### src/rtl/unpermute_stream.sv
// -----------------------------------------------------------------------------
// unpermute_stream
//
// Purpose
//   Undoes the 16 x WORD_W word permutation that was applied to a hash state.
//   It takes one permuted state on the input handshake and streams the
//   recovered state out one word per handshake. Words leave in the order
//   15, 14, ..., 0, and out_last is high with word 0.
//
//   Recovered word j is taken from input word Q[j], where
//     Q[0..15] = 8,3,12,5,10,7,14,1,6,11,2,9,4,13,0,15
//
// Ports
//   clk        in   1          single clock, rising edge
//   rst_n      in   1          asynchronous active-low reset
//   in_valid   in   1          in_data holds a permuted state
//   in_ready   out  1          block can accept in_data this cycle
//   in_data    in   16*WORD_W  permuted state; word k = in_data[k*WORD_W +: WORD_W]
//   out_valid  out  1          out_data holds a valid recovered word
//   out_ready  in   1          downstream accepts out_data
//   out_data   out  WORD_W     recovered word, order 15..0
//   out_last   out  1          high with recovered word 0
//   busy       out  1          a block is held or streaming
//
// Handshake
//   Both sides use valid/ready. A transfer happens on a rising clock edge where
//   valid and ready are both high. A source keeps valid and data stable until
//   the transfer. The block keeps out_data and out_last stable while out_valid
//   is high and out_ready is low.
//
// Configuration
//   UNPERMUTE_PREFETCH_EN : adds a second state-wide holding register, so the
//   next block can be taken while the current one streams. Consecutive blocks
//   then leave with no idle cycle between them. When the macro is undefined,
//   a block is accepted only in IDLE, and there is one idle cycle between blocks.
// -----------------------------------------------------------------------------
module unpermute_stream #(
  parameter int WORD_W = 64
) (
  input  logic                  clk,
  input  logic                  rst_n,
  input  logic                  in_valid,
  output logic                  in_ready,
  input  logic [16*WORD_W-1:0]  in_data,
  output logic                  out_valid,
  input  logic                  out_ready,
  output logic [WORD_W-1:0]     out_data,
  output logic                  out_last,
  output logic                  busy
);

  localparam int STATE_W = 16 * WORD_W;

  typedef enum logic {
    S_IDLE   = 1'b0,
    S_STREAM = 1'b1
  } state_t;

  state_t              state;
  logic [3:0]          idx;
  logic [STATE_W-1:0]  stream_q;
  logic                out_last_q;
  logic [STATE_W-1:0]  in_mapped;
  logic                take;
  logic                accept;
  logic                hold_full;

  // Source word index for recovered word j.
  function automatic logic [3:0] src_word(input logic [3:0] j);
    logic [3:0] q;
    case (j)
      4'd0:    q = 4'd8;
      4'd1:    q = 4'd3;
      4'd2:    q = 4'd12;
      4'd3:    q = 4'd5;
      4'd4:    q = 4'd10;
      4'd5:    q = 4'd7;
      4'd6:    q = 4'd14;
      4'd7:    q = 4'd1;
      4'd8:    q = 4'd6;
      4'd9:    q = 4'd11;
      4'd10:   q = 4'd2;
      4'd11:   q = 4'd9;
      4'd12:   q = 4'd4;
      4'd13:   q = 4'd13;
      4'd14:   q = 4'd0;
      default: q = 4'd15;
    endcase
    return q;
  endfunction

  // The incoming state is reordered before it is stored. After that, the
  // stream register holds recovered word j in slot j.
  always_comb begin
    in_mapped = '0;
    for (int j = 0; j < 16; j++) begin
      in_mapped[j*WORD_W +: WORD_W] = in_data[int'(src_word(4'(j)))*WORD_W +: WORD_W];
    end
  end

  // The stream register shifts toward its top slot. The top slot is out_data
  // directly, so the output is a pure register with no path from in_data.
  // Zeros shift in, so out_data returns to zero once a block has fully left.
  assign out_data  = stream_q[STATE_W-1 -: WORD_W];
  assign out_last  = out_last_q;
  assign out_valid = (state == S_STREAM);
  assign take      = (state == S_STREAM) && out_ready;
  assign accept    = in_valid && in_ready;
  assign busy      = (state == S_STREAM) || hold_full;

`ifdef UNPERMUTE_PREFETCH_EN
  logic [STATE_W-1:0] hold_q;
  logic               hold_full_q;

  assign hold_full = hold_full_q;
  assign in_ready  = !hold_full_q;

  always_ff @(posedge clk or negedge rst_n) begin
    if (!rst_n) begin
      state       <= S_IDLE;
      idx         <= 4'd15;
      stream_q    <= '0;
      out_last_q  <= 1'b0;
      hold_q      <= '0;
      hold_full_q <= 1'b0;
    end else begin
      case (state)
        S_IDLE: begin
          // The hold register is always empty here: a full hold is reloaded
          // before the stream could ever return to IDLE.
          if (accept) begin
            stream_q   <= in_mapped;
            idx        <= 4'd15;
            out_last_q <= 1'b0;
            state      <= S_STREAM;
          end
        end
        S_STREAM: begin
          if (take && idx != 4'd0) begin
            stream_q   <= {stream_q[STATE_W-WORD_W-1:0], {WORD_W{1'b0}}};
            idx        <= idx - 4'd1;
            out_last_q <= (idx == 4'd1);
            if (accept) begin
              hold_q      <= in_mapped;
              hold_full_q <= 1'b1;
            end
          end else if (take) begin
            // The last word is leaving. Start the next block in the same edge
            // when there is one, so out_valid never drops.
            if (hold_full_q) begin
              stream_q    <= hold_q;
              hold_full_q <= 1'b0;
              idx         <= 4'd15;
              out_last_q  <= 1'b0;
            end else if (accept) begin
              stream_q   <= in_mapped;
              idx        <= 4'd15;
              out_last_q <= 1'b0;
            end else begin
              stream_q   <= {stream_q[STATE_W-WORD_W-1:0], {WORD_W{1'b0}}};
              idx        <= 4'd15;
              out_last_q <= 1'b0;
              state      <= S_IDLE;
            end
          end else if (accept) begin
            // Output stalled or not yet taken: park the new block.
            hold_q      <= in_mapped;
            hold_full_q <= 1'b1;
          end
        end
        default: begin
          state <= S_IDLE;
        end
      endcase
    end
  end
`else
  assign hold_full = 1'b0;
  assign in_ready  = (state == S_IDLE);

  always_ff @(posedge clk or negedge rst_n) begin
    if (!rst_n) begin
      state      <= S_IDLE;
      idx        <= 4'd15;
      stream_q   <= '0;
      out_last_q <= 1'b0;
    end else begin
      case (state)
        S_IDLE: begin
          if (accept) begin
            stream_q   <= in_mapped;
            idx        <= 4'd15;
            out_last_q <= 1'b0;
            state      <= S_STREAM;
          end
        end
        S_STREAM: begin
          // in_ready is low here, so a waiting in_valid has no effect.
          if (take) begin
            stream_q <= {stream_q[STATE_W-WORD_W-1:0], {WORD_W{1'b0}}};
            if (idx != 4'd0) begin
              idx        <= idx - 4'd1;
              out_last_q <= (idx == 4'd1);
            end else begin
              idx        <= 4'd15;
              out_last_q <= 1'b0;
              state      <= S_IDLE;
            end
          end
        end
        default: begin
          state <= S_IDLE;
        end
      endcase
    end
  end
`endif

endmodule

### config.mk
export PLATFORM = sky130hd
export DESIGN_NAME = unpermute_stream
export DESIGN_NICKNAME = d
export VERILOG_FILES = /design/src/rtl/unpermute_stream.sv
export SDC_FILE = /design/constraint.sdc
export NUM_CORES = 2
export LEC_CHECK = 0
export ABC_CLOCK_PERIOD_IN_PS = 1650
export CORE_AREA = 2 2 428 430
export CTS_CLUSTER_DIAMETER = 50
export DETAILED_ROUTE_END_ITERATION = 10
export DIE_AREA = 0 0 430 432
export PLACE_DENSITY = 0.59
export SLEW_MARGIN = 30
export SYNTH_ARGS = -nofsm -noshare
export SYNTH_HDL_FRONTEND = slang
export SYNTH_SLANG_ARGS = --single-unit
### constraint.sdc
create_clock -name clk -period 1.65 [get_ports clk]
set_input_delay 0.33 -clock clk [delete_from_list [all_inputs] [get_ports clk]]
set_output_delay 0.33 -clock clk [all_outputs]
set_load 0.01 [all_outputs]
; ---- Word level (Yosys, flattened, before mapping)
; Cells that the tools add are included.
[totals]
latchBits = 0
mem_count = 0
inputBits = 1028
mem_bits_ro = 0
out_inout_bits = 68
word_cells = 28
register_bits = 1030
ram_bits = 0
[op_classes]
shifts = 0
n_bitwise = 1
mul = 0
add_sub_neg = 1
reduce_logical = 4
mux = 15
order_cmp = 0
n_eq_ne = 3
n_div = 0
[ops]
columns = operator, n
row1 = 2-to-1 mux 1024 bit, 2
row2 = case mux 1024 bit (2 select lines), 1
row3 = 2-to-1 mux 4 bit, 3
row4 = case mux 4 bit (2 select lines), 1
row5 = 2-to-1 mux 1 bit, 6
row6 = equality test 4 x 1 -> 1 bit (second input constant), 1
row7 = inequality test 2 x 1 -> 1 bit (second input constant), 2
row8 = case mux 1 bit (2 select lines), 2
row9 = nonzero test 4 bit, 1
row10 = subtractor 4 x 1 -> 4 bit (second input constant), 1
row11 = logical AND 1 bit, 2
row12 = AND reduction 2 bit, 1
row13 = NOT 1 bit, 1

; ---- Logic depth before layout (Yosys ltp)
[logic_depth]
ltp_word = 4
mapped_depth = 9

; ---- Worst setup path after synthesis
; No wires, ideal clock.
[synth_path]
path_kind = register -> register
from = register state, in the netlist busy
to = register stream_q[650]
t_arrival_ps = 1624
slack_ps = -109
n_path_buf = 6
path_stages_with_launch = 10
required_ps = 1515
setup_ps = 135
period_less_slack_ps = 1759
cell_sequence = dfrtp_1 -> buf_4 -> mux2i_4 -> buf_4 -> buf_4 -> buf_6 -> buf_4 -> buf_2 -> nand2_1 -> o21ai_0
[synth_between]
elab_chain_cells = 4
[synth_lines]
columns = item, line
row1 = "start, declared", 59  ; state_t state;
row2 = "start signal, assigned", 183  ; state <= S_IDLE;
row3 = "start signal, assigned", 194  ; state <= S_STREAM;
row4 = "start signal, assigned", 207  ; state <= S_IDLE;
row5 = NOT 1 bit, "179, 188"
row6 = logical AND 1 bit, 108  ; assign accept = in_valid && in_ready;
row7 = inequality test 2 x 1 -> 1 bit (no source line), --
row8 = AND reduction 2 bit (no source line), --
row9 = "end signal, assigned", 191  ; stream_q <= in_mapped;
row10 = "end signal, assigned", 200  ; stream_q <= {stream_q[STATE_W-WORD_W-1:0], {WORD_W{1'b0}}};
row11 = "end, declared", 61  ; logic [STATE_W-1:0] stream_q;
; Parallel ways exist; a longest one is shown, timed or not.
; A chain may end at the register's enable or synchronous reset.

; ---- Worst setup path in the final report
[layout_path]
from = register state, in the netlist busy
to = output port out_valid
[layout_lines]
columns = item, line
row1 = "end, declared", 45  ; output logic out_valid,
; No word-level cell between the ends.

==> results.cfg <==
[outcome]
outcome = complete, but fails checks
failed_checks = negative setup slack

[die]
initial_utilization_pct = 25.64
fp.dieW_um = 430
die_h_um = 432
rows = 157
pin_count = 1096
fp.coreArea_um2 = 181700
die_area_um2 = 185800

[setup_path]
end_kind = output port
cp_slowest_cell = dfrtp_4
worstSetupPathType = reg2out
worstSetupPathDepth = 3
cp_cell_sequence = buf_12, buf_8, buf_6
path_max_fanout = 3
start_kind = register
critical_path_required_ns = 1.32
path_buf_inv = 3
cp.arrival_ns = 1.64
crit_family = flip-flops
critPathMaxStageDelay_ns = 0.49
reg2reg_depth = 7

[grt]
first_global_vias = 36990
grt_pass1_wl_um = 251900
grt_max_degree = 102
grt_overflow = 0
antenna_found_initial = 63
grt_use_total_pct = 18.27

[placed_design]
dp.cells = 7775
place_area_um2 = 61750
dp_hpwl_um = 135000
portBuffers = 1095
dp_slack_ns = -0.5297
place_congestion = 0.8952

[power_and_ir_drop]
irDropWorstVdd_mv = 0.8613
swShare_pct = 32.84
power_mw = 101.6
power_frac_clock_pct = 30.7
power.density_nw_per_um2 = 1490
p_comb_share_pct = 29.8
power_leakage_nw = 34.69
switching_power_mw = 33.36
cell_internal_pwr_mw = 68.23
seqPwrFrac_pct = 39.5

[routing]
firstDrtPassIters = 7
first_iter_violations = 2045
num_vias = 36210
ant_nets = 0
routed_wirelength_um = 176300
wire_per_inst_um = 21.63
vias_per_cell = 4.442
drc = 0

[synthesis]
ys_seq_area_share_pct = 55.34
synth_cell_type_count = 27
yosys.area.top_type = dfrtp_1
post-synth-top-count-cell = dfrtp_1
synthArstFlopShare_pct = 100.0
synth_cells = 4402
ys_warn_count = 0
syn_avg_cell_area_um2 = 10.58
ys.flop_type = dfrtp_1
ys_seq_elements = 1030
synth_common_cells = 1,026 x dfrtp_1, 961 x nand2_1, 960 x mux2i_1, 865 x o21ai_0, 172 x buf_2
synth.top_cell.area_share_pct = 55.12
synthTopCellsByArea = dfrtp_1 55%, mux2i_1 21%, o21ai_0 9.3%, nand2_1 7.7%, buf_2 1.8%
syn_area_um2 = 46580
synth_edf_count = 0
syn_nets = 5432

[final_layout]
finalNonFillerCells = 8152
final_area_um2 = 68180
drive_gt1_share_pct = 12.23
syn_to_final_growth_pct = 46.35
nets = 6646

[timing]
rsz0062_at_grt = true
setup_violations = 1042
period_share_pct = 119.3
fin_skew_ns = 0.03791
min_period_ns = 1.969
fmax_ghz = 0.5079
relSlewSlack_pct = 61.73
finalWorstSetupSlack_ns = -0.3189
worst_pin_slew_ns = 0.5741
hold_ws_ns = 0.1263
hold_viol_final = 0
drv_slew = 0

[min_path]
hold_depth = 2
hp-class = in2reg

[clocking]
clkLatencyLatePin_ns = 0.80
htree_levels = 4
cts_tree = done
cts_inserted_buffers = 139
cts_num_sinks = 1030
cts-root-buf = clkbuf_16
clk_pin_slew_ns = 0.06
clock_path_buffers = 3

[flow_run]
cap_violations = 0
## what timing repair did
item | CTS | global route
gates resized for setup | 403 | 85
hold endpoints to repair | 858 | 0
hold buffers | 2 | 0
pin swaps | 0 | 0
cloned | 13 | 12
setup endpoints to repair | 987 | 1094
buffers inserted | 50 | 9
## worst paths after layout
path | from | to | slack, ns
min in group asynchronous | rst_n | stream_q[380]$_DFFE_PN0P_ | 0.24
min | in_data[527] | stream_q[15]$_DFFE_PN0P_ | 0.13
max reg2reg | busy$_DFF_PN0_ | stream_q[357]$_DFFE_PN0P_ | -0.31
max | busy$_DFF_PN0_ | out_valid | -0.32
min reg2reg | stream_q[964]$_DFFE_PN0P_ | stream_q[964]$_DFFE_PN0P_ | 0.47
max in group asynchronous | rst_n | stream_q[132]$_DFFE_PN0P_ | 0.69
## state kept, by name (all words and copies together), names as in the netlist
signal and flops:
idx 4, out_last 1, busy 1, stream_q 1024
## power groups by stage
stage	Sequential [mW]	Combinational, mW	Clock, mW
finish	40.1	30.3	31.2
global route	41.1	33.6	33.0
CTS	40.1	30.1	31.9
detailed placement	40.6	28.6	0
global placement	40.2	28.0	0
floorplan	37.7	18.0	0
## metal layers
| metal | routed length, µm | GRT usage, % | share of wire [%] |
|---|---|---|---|
| met1 | 70710 | 21.47 | 40 |
| met3 | 9622 | 4.582 | 5.5 |
| met4 | 5080 | 6.892 | 2.9 |
| met2 | 90760 | 31.97 | 51 |
| met5 | 149 | 0 | 0.085 |
## layout make-up
cell class,instances,area (µm²)
Clock inverter,62,865.8
Inverter,4,15.01
Antenna cell,42,105.1
Multi-Input combinational cell,2968,18880
Clock buffer,188,3933
Timing Repair Buffer,1473,15610
Sequential cell,1030,25790
Fill cell,17960,113500
Tap cell,2385,2984
## placed cells by master (no fill, tap or decap), drive strengths merged, types with 2 or more instances in the layout
master and instances:
buf 426, a22o 64, a21oi 3, bufinv 11
nor3 2, diode 42, dlygate4sd3 2, ha 2
dfrtp 1026, clkdlybuf4s50 1026, dfstp 4, clkinvlp 5
mux2i 961, nand2 961, clkbuf 199, o21ai 960
mux2 2, clkinv 31, inv 19, bufbuf 8
nor2 5
## per-stage QoR
step	util [%]	TNS (ns)
after floorplan	-	-7.010
after global placement	33.98	-292.99
final	37.52	-187.49
after global routing	37.51	-257.88
after CTS	37.17	-227.48
after detailed placement	33.98	-316.82
## cell families after synthesis
group | Yosys count | share of synthesized area [%]
fa+ha+maj | 2 | 0.05371
flops | 1030 | 55.34
simple gates | 971 | 7.851
buf+inv | 404 | 4.394
mux | 963 | 20.72
xor+xnor | 1 | 0.01880
compound gates | 1031 | 11.62
No activity file was read; power rests on OpenSTA's default activity.
